--- config.mk ---
export PLATFORM = sky130hd
export DESIGN_NAME = divider_block
export DESIGN_NICKNAME = d
export VERILOG_FILES = /design/src/rtl/divider_block_pkg.sv /design/src/rtl/even_clk_div.sv /design/src/rtl/divider_block.sv
export SDC_FILE = /design/constraint.sdc
export NUM_CORES = 1
export LEC_CHECK = 0
export CAP_MARGIN = 30
export CORE_ASPECT_RATIO = 0.8
export CORE_UTILIZATION = 45
export DETAILED_ROUTE_END_ITERATION = 16
export PLACE_DENSITY_LB_ADDON = 0.15
export SYNTH_ARGS = -nofsm -noshare
export SYNTH_HDL_FRONTEND = slang
export SYNTH_SLANG_ARGS = --single-unit
--- constraint.sdc ---
create_clock -name clk -period 1.6 [get_ports clk]
set_clock_uncertainty 0.1 [all_clocks]
set_input_delay 0.4 -clock clk [delete_from_list [all_inputs] [get_ports clk]]
set_output_delay 0.4 -clock clk [all_outputs]
set_load 0.02 [all_outputs]
--- src/rtl/divider_block_pkg.sv ---
// Ratios, half-periods and counter widths shared by the divider_block slice.
package divider_block_pkg;

  localparam int RATIO4  = 4;
  localparam int RATIO8  = 8;
  localparam int RATIO9  = 9;
  localparam int RATIO12 = 12;
  localparam int RATIO80 = 80;

  localparam int NUM_EVEN = 4;

  localparam int HALF [NUM_EVEN] = '{RATIO4/2, RATIO8/2, RATIO12/2, RATIO80/2};

  // A single-bit counter would make the wrap compare degenerate; floor the width at 2.
  function automatic int cnt_w(input int half);
    return (half < 4) ? 2 : $clog2(half);
  endfunction

  localparam int CNT_W [NUM_EVEN] = '{cnt_w(HALF[0]), cnt_w(HALF[1]),
                                      cnt_w(HALF[2]), cnt_w(HALF[3])};

  localparam int CNT9_W  = 4;
  localparam int DIV9_HI = 4;

endpackage

--- src/rtl/even_clk_div.sv ---
// Even-ratio 50 % divider: counts 0..HALF-1 and toggles its output on the wrap.
module even_clk_div #(
  parameter int HALF = 2,
  parameter int W    = 2
) (
  input  logic clk,
  input  logic reset,
  output logic clk_out
);

  logic [W-1:0] cnt;

  always_ff @(posedge clk) begin
    if (reset) begin
      cnt     <= '0;
      clk_out <= 1'b0;
    end else if (cnt == W'(HALF - 1)) begin
      cnt     <= '0;
      clk_out <= ~clk_out;
    end else begin
      cnt <= cnt + 1'b1;
    end
  end

endmodule

--- src/rtl/divider_block.sv ---
// Fixed /4, /8, /9, /12, /80 clock divider, all 50 % duty and phase-aligned at reset.
// Optional VDD/VSS pins with DIVIDER_BLOCK_POWER_PINS_EN.
module divider_block
  import divider_block_pkg::*;
(
`ifdef DIVIDER_BLOCK_POWER_PINS_EN
  inout  wire  VDD,
  inout  wire  VSS,
`endif
  input  logic clk,
  input  logic reset,
  output logic div4,
  output logic div8,
  output logic div9,
  output logic div12,
  output logic div80
);

  logic [NUM_EVEN-1:0] even_q;

  for (genvar g = 0; g < NUM_EVEN; g++) begin : g_even
    even_clk_div #(
      .HALF (HALF[g]),
      .W    (CNT_W[g])
    ) u_div (
      .clk     (clk),
      .reset   (reset),
      .clk_out (even_q[g])
    );
  end

  assign div4  = even_q[0];
  assign div8  = even_q[1];
  assign div12 = even_q[2];
  assign div80 = even_q[3];

  logic [CNT9_W-1:0] cnt9;
  logic              p9;
  logic              n9;

  always_ff @(posedge clk) begin
    if (reset) begin
      cnt9 <= '0;
      p9   <= 1'b0;
    end else begin
      cnt9 <= (cnt9 == CNT9_W'(RATIO9 - 1)) ? '0 : cnt9 + 1'b1;
      p9   <= (cnt9 < CNT9_W'(DIV9_HI));
    end
  end

  // Half-cycle delayed copy stretches the 4-cycle pulse to 4.5 cycles.
  always_ff @(negedge clk) begin
    if (reset) n9 <= 1'b0;
    else       n9 <= p9;
  end

  assign div9 = p9 | n9;

endmodule

==> impl_metrics.py, run 1 <==
metrics = {
    "run_status": {
        "outcome": "complete, but fails checks",
        "violations": "negative setup slack",
    },
    "synthesis": {
        "ys.flop_type": "dfxtp_1",
        "synth_edf_count": 0,
        "synth_common_cells": "dfxtp_1 (23), nor2_1 (10), ha_1 (7), nor3_1 (7), inv_1 (6)",
        "yosys.cell_types.count": 22,
        "async_flop_share": 0,
        "synth_area_um2": 897,
        "seq_area_frac_synth": 0.513,
        "ys_seq_elements": 23,
        "avgSynthCellArea_um2": 10.1,
        "synth_warnings": 0,
        "synth_cells": 89,
        "yosys.area.top_type": "dfxtp_1",
        "syn-num-nets": 98,
        "synth_top_area_frac": 0.513,
        "yosysMostFrequentCell": "dfxtp_1",
        "post_synth_main_area_contributors": "dfxtp_1 (51%), ha_1 (9.8%), nor2_1 (4.2%)",
    },
    "die": {
        "core-area_um2": 1870,
        "num_rows": 14,
        "die-area_um2": 2180,
        "pin_count": 7,
        "die_y_um": 41.9,
        "start_util": 0.479,
        "fp.dieW_um": 51.9,
    },
    "job": {
        "cap_violations": 0,
    },
    "detailed_routing": {
        "drtAntennaViolNets": 0,
        "wl_um": 1260,
        "avgRoutedWirePerCell_um": 10.2,
        "vias": 592,
        "route.detailed.drc": 0,
        "dr.pass1.iters": 4,
        "via_per_inst": 4.81,
        "drt_iter0_markers": 3,
    },
    "critical_path": {
        "critPathKind": "reg2out",
        "cp_max_fo": 1,
        "required_ps": 1100,
        "start_kind": "register",
        "arrival_ps": 1800,
        "cp-end-kind": "output pin",
        "critPathSlowestCell": "dfxtp_1",
        "path_buf_inv": 1,
        "cpPeakStageDelay_ps": 290,
        "path_cells": "or2_4 -> buf_6",
        "cpLargestDelayFamily": "flip-flops",
    },
    "clock_network": {
        "clock-sinks": 23,
        "clk_pin_slew_ps": 110,
        "clk_latency_ps": 310,
        "h-tree-depth": 1,
        "clockRootBuffer": "clkbuf_4",
        "numCtsBuffers": 3,
        "cts.path.max_buffers": 2,
        "cts_post_setup_buffers_inserted": 0,
        "ctsResizeCount": 10,
        "cts_tree": "built",
        "holdBufCountCts": 0,
    },
    "layout": {
        "antenna_cells": 0,
        "post-route-util": 0.544,
        "final_layout_size_suffix_gt1_frac": 0.111,
        "area_growth_pct": 13.7,
        "nNetsFinal": 109,
    },
    "global_route": {
        "grt_max_degree": 23,
        "antenna_found_initial": 0,
        "grt_overflow": 0,
        "grt.total_usage": 0.150,
        "grt_pass1_vias": 567,
        "grt_pass1_wl_um": 2310,
    },
    "power_and_ir_drop": {
        "p_per_area_nw_per_um2": 1020,
        "ir_drop_mv": 0.858,
        "power_leakage_nw": 0.415,
        "power_mw": 1.04,
    },
    "placed_design": {
        "hpwl_um": 888,
        "io_buffers": 6,
        "pre_cts_ws_ps": -720,
        "gp_congestion": 0.773,
    },
    "timing": {
        "setup_ws_ps": -699,
        "worst_pin_slew_ps": 251,
        "rsz0062_at_grt": "yes",
        "slew_violations": 0,
        "hold_violations": 0,
        "relSlewSlack": 0.832,
        "hold_ws_ps": 325,
        "setup_violations": 2,
    },
    "min_path": {
        "hold_class": "reg2reg",
    },
}
## sequential cells by signal (all words and copies together) (netlist names)
register              cells
g_even.u_div.cnt         13
cnt9                      4
g_even.u_div.clk_out      4
n9                        1
p9                        1
## stage by stage
| stage | instance area [um2] | instances | setup TNS, ps |
|---|---|---|---|
| after floorplan | 903 | 89 | -222 |
| after global placement | 997 | 119 | -1220 |
| after detailed placement | 997 | 119 | -1240 |
| after CTS | 1020 | 123 | -721 |
| after global routing | 1020 | 123 | -742 |
| final | 1020 | 123 | -701 |
## cells in the final DEF, fill, tap and decap left out, types with 4 or more instances in the layout
master	n
nand2_1	4
nor2_1	10
nor3b_1	4
nor3_1	7
dlygate4sd2_1	4
dfxtp_1	23
nand3_1	4
ha_1	7
inv_1	6
## kinds of logic after synthesis
family / share of synthesized area
AND/OR/NAND/NOR: 0.244
flip-flops: 0.513
buffers and inverters: 0.0335
adder cells (fa/ha/maj): 0.0976
XOR/XNOR: 0.0586
AO/OA/AOI/OAI: 0.0362
multiplexers: 0.0167
## cell type report
cell class / count / area, um2
clock buffers: 4 / 26.3
clock inverters: 1 / 3.75
fillers: 170 / 855
inverters: 5 / 18.8
multi-input cells: 58 / 409
flip-flops and latches: 23 / 460
well taps: 24 / 30.0
repair buffers: 8 / 71.3
## final timing paths
path                               start                       to  slack [ps]  depth (start not counted)
setup / recovery                      n9                     div9        -700                          2
hold / removal    g_even[0].u_div.cnt[0]   g_even[0].u_div.cnt[0]         320                          1
setup reg to reg  g_even[3].u_div.cnt[0]  g_even[3].u_div.clk_out         130                          4
hold reg to reg   g_even[0].u_div.cnt[0]   g_even[0].u_div.cnt[0]         320                          1
## layer usage
| metal | global-route usage | vias to the layer above | wire length (um) |
|---|---|---|---|
| li1 | - | 317 | - |
| met1 | 0.171 | 266 | 621 |
| met2 | 0.233 | 7 | 570 |
| met3 | 0.0659 | 2 | 46 |
| met4 | 0.0811 | 0 | 19 |
| met5 | 0 | - | 0 |
## report_power, final
part	internal, mW	total, mW	leakage [nW]	switching (mW)
clock network	0.101	0.270	0.0203	0.170
registers	0.618	0.644	0.189	0.0263
logic	0.0642	0.125	0.206	0.0611
total	0.782	1.04	0.415	0.257
No activity file was read; power rests on OpenSTA's default activity.
==> inputs of run 2 (changes only) <==
--- a/config.mk
+++ b/config.mk
@@ -6,8 +6,8 @@
 export NUM_CORES = 1
 export LEC_CHECK = 0
 export CAP_MARGIN = 30
-export CORE_ASPECT_RATIO = 0.8
-export CORE_UTILIZATION = 45
+export CORE_ASPECT_RATIO = 0.75
+export CORE_UTILIZATION = 35
 export DETAILED_ROUTE_END_ITERATION = 16
 export PLACE_DENSITY_LB_ADDON = 0.15
 export SYNTH_ARGS = -nofsm -noshare
==> impl_metrics.py, run 2 (synthesis results as in run 1) <==
metrics = {
    "placed_design": {
        "pre_cts_ws_ps": -724,
        "hpwl_um": 859,
        "io_buffers": 6,
        "gp_congestion": 0.666,
    },
    "clock_network": {
        "clockRootBuffer": "clkbuf_4",
        "cts.path.max_buffers": 2,
        "cts_tree": "built",
        "cts_post_setup_buffers_inserted": 0,
        "holdBufCountCts": 0,
        "clock-sinks": 23,
        "clk_latency_ps": 300,
        "numCtsBuffers": 3,
        "clk_pin_slew_ps": 120,
        "h-tree-depth": 1,
    },
    "detailed_routing": {
        "drtAntennaViolNets": 0,
        "wl_um": 1140,
        "via_per_inst": 4.44,
        "vias": 590,
        "drt_iter0_markers": 8,
        "dr.pass1.iters": 4,
        "route.detailed.drc": 0,
        "avgRoutedWirePerCell_um": 8.58,
    },
    "layout": {
        "reg.largest.list": "g_even.u_div.cnt x13, cnt9 x4, g_even.u_div.clk_out x4",
        "layout_common_cells": "dfxtp_1 (23), nor2_1 (10), nor3_1 (7), ha_1 (7), inv_1 (6)",
        "area_growth_pct": 15.2,
        "antenna_cells": 0,
        "largest_register_ff_count": 13,
        "multi_input_area_um2": 409,
        "seqCellArea_um2": 460,
        "final_common_cell": "dfxtp_1",
        "post-route-util": 0.437,
        "nNetsFinal": 109,
        "fill_cells": 250,
        "final_layout_size_suffix_gt1_frac": 0.121,
        "largest_register": "g_even.u_div.cnt",
    },
    "timing": {
        "hold_violations": 0,
        "worst_pin_slew_ps": 251,
        "slew_violations": 0,
        "setup_violations": 1,
        "relSlewSlack": 0.832,
        "setup_ws_ps": -689,
        "hold_ws_ps": 329,
        "rsz0062_at_grt": "yes",
    },
    "die": {
        "die-area_um2": 2770,
        "core-area_um2": 2360,
        "fp.dieW_um": 60.5,
        "pin_count": 7,
        "die_y_um": 45.8,
        "num_rows": 15,
        "start_util": 0.379,
    },
    "power_and_ir_drop": {
        "internal-power_mw": 0.777,
        "clockPowerShare": 0.257,
        "power_leakage_nw": 0.414,
        "combinationalPowerShare": 0.120,
        "power_switching_mw": 0.256,
        "ir_drop_mv": 0.554,
        "switching_share": 0.248,
        "seq_power_share": 0.623,
        "p_per_area_nw_per_um2": 999,
        "power_mw": 1.03,
    },
    "global_route": {
        "grt_pass1_vias": 452,
        "grt_pass1_wl_um": 1790,
        "grt.met1_usage": 0.108,
        "antenna_found_initial": 0,
        "grt.total_usage": 0.0929,
        "top_usage_layer": "met2",
        "grt_use_met3": 0.0597,
        "use_met2": 0.141,
        "grt_overflow": 0,
        "grt_max_degree": 23,
    },
    "critical_path": {
        "cp-end-kind": "output pin",
        "start_kind": "register",
        "required_ps": 1100,
        "arrival_ps": 1790,
        "critPathSlowestCell": "dfxtp_1",
        "critPathKind": "reg2out",
        "cp_max_fo": 1,
        "path_cells": "or2_4 -> buf_6",
        "cpPeakStageDelay_ps": 290,
    },
    "run_status": {
        "outcome": "complete, but fails checks",
        "violations": "negative setup slack",
    },
    "min_path": {
        "hold_class": "reg2reg",
    },
    "job": {
        "cap_violations": 0,
    },
}
## run 2: changes by cell type in the layout (fill, tap and decap cells not counted)
cell	before	now
clkbuf_1	1	0
clkinvlp_2	0	1
## run 2: final timing paths
kind / start / endpoint / slack (ps) / cells after the start
hold / removal: g_even[1].u_div.cnt[0] / g_even[1].u_div.cnt[0] / 330 / 1
hold reg to reg: g_even[1].u_div.cnt[0] / g_even[1].u_div.cnt[0] / 330 / 1
setup / recovery: n9 / div9 / -690 / 2
setup reg to reg: g_even[3].u_div.cnt[0] / g_even[3].u_div.clk_out / 140 / 4
## run 2: power groups by stage
| stage | sequential, mW | clock (mW) | combinational [mW] |
|---|---|---|---|
| floorplan | 0.662 | 0.00782 | 0.0867 |
| global placement | 0.655 | 0.00782 | 0.126 |
| detailed placement | 0.657 | 0.00782 | 0.131 |
| CTS | 0.644 | 0.284 | 0.127 |
| global route | 0.650 | 0.313 | 0.140 |
| finish | 0.643 | 0.266 | 0.124 |
## run 2: critical path, delay by kind of cell (launching register included)
| family | cells | cell delay (ps) |
|---|---|---|
| DFF | 1 | 290 |
| and+or+nand+nor | 1 | 220 |
| buffers and inverters | 1 | 130 |
## run 2: metal layers
| layer | routed length, um | vias to the layer above | share of wire |
|---|---|---|---|
| met3 | 40 | 2 | 0.035 |
| met2 | 498 | 5 | 0.44 |
| met1 | 591 | 267 | 0.52 |
| met4 | 12 | 0 | 0.011 |
| li1 | - | 316 | - |
| met5 | 0 | - | 0 |
## run 2: repair_timing
| item | CTS | global route |
|---|---|---|
| cloned | 0 | 0 |
| endpoints found under the setup margin | 5 | 1 |
| gates resized for setup | 10 | 0 |
## run 2: area by class of cell
| class | count | share of cell area |
|---|---|---|
| Tap cell | 34 | 0.0412 |
| Clock buffer | 3 | 0.0218 |
| Inverter | 5 | 0.0182 |
| Sequential cell | 23 | 0.446 |
| Clock inverter | 2 | 0.00847 |
| Multi-Input combinational cell | 58 | 0.396 |
| Timing Repair Buffer | 8 | 0.0690 |
## run 2: metrics by stage
step	instances	setup TNS, ps	cell area, um2
after detailed placement	129	-1180	1010
after floorplan	89	-222	903
after global placement	129	-1160	1010
after CTS	133	-707	1030
after global routing	133	-749	1030
final	133	-689	1030
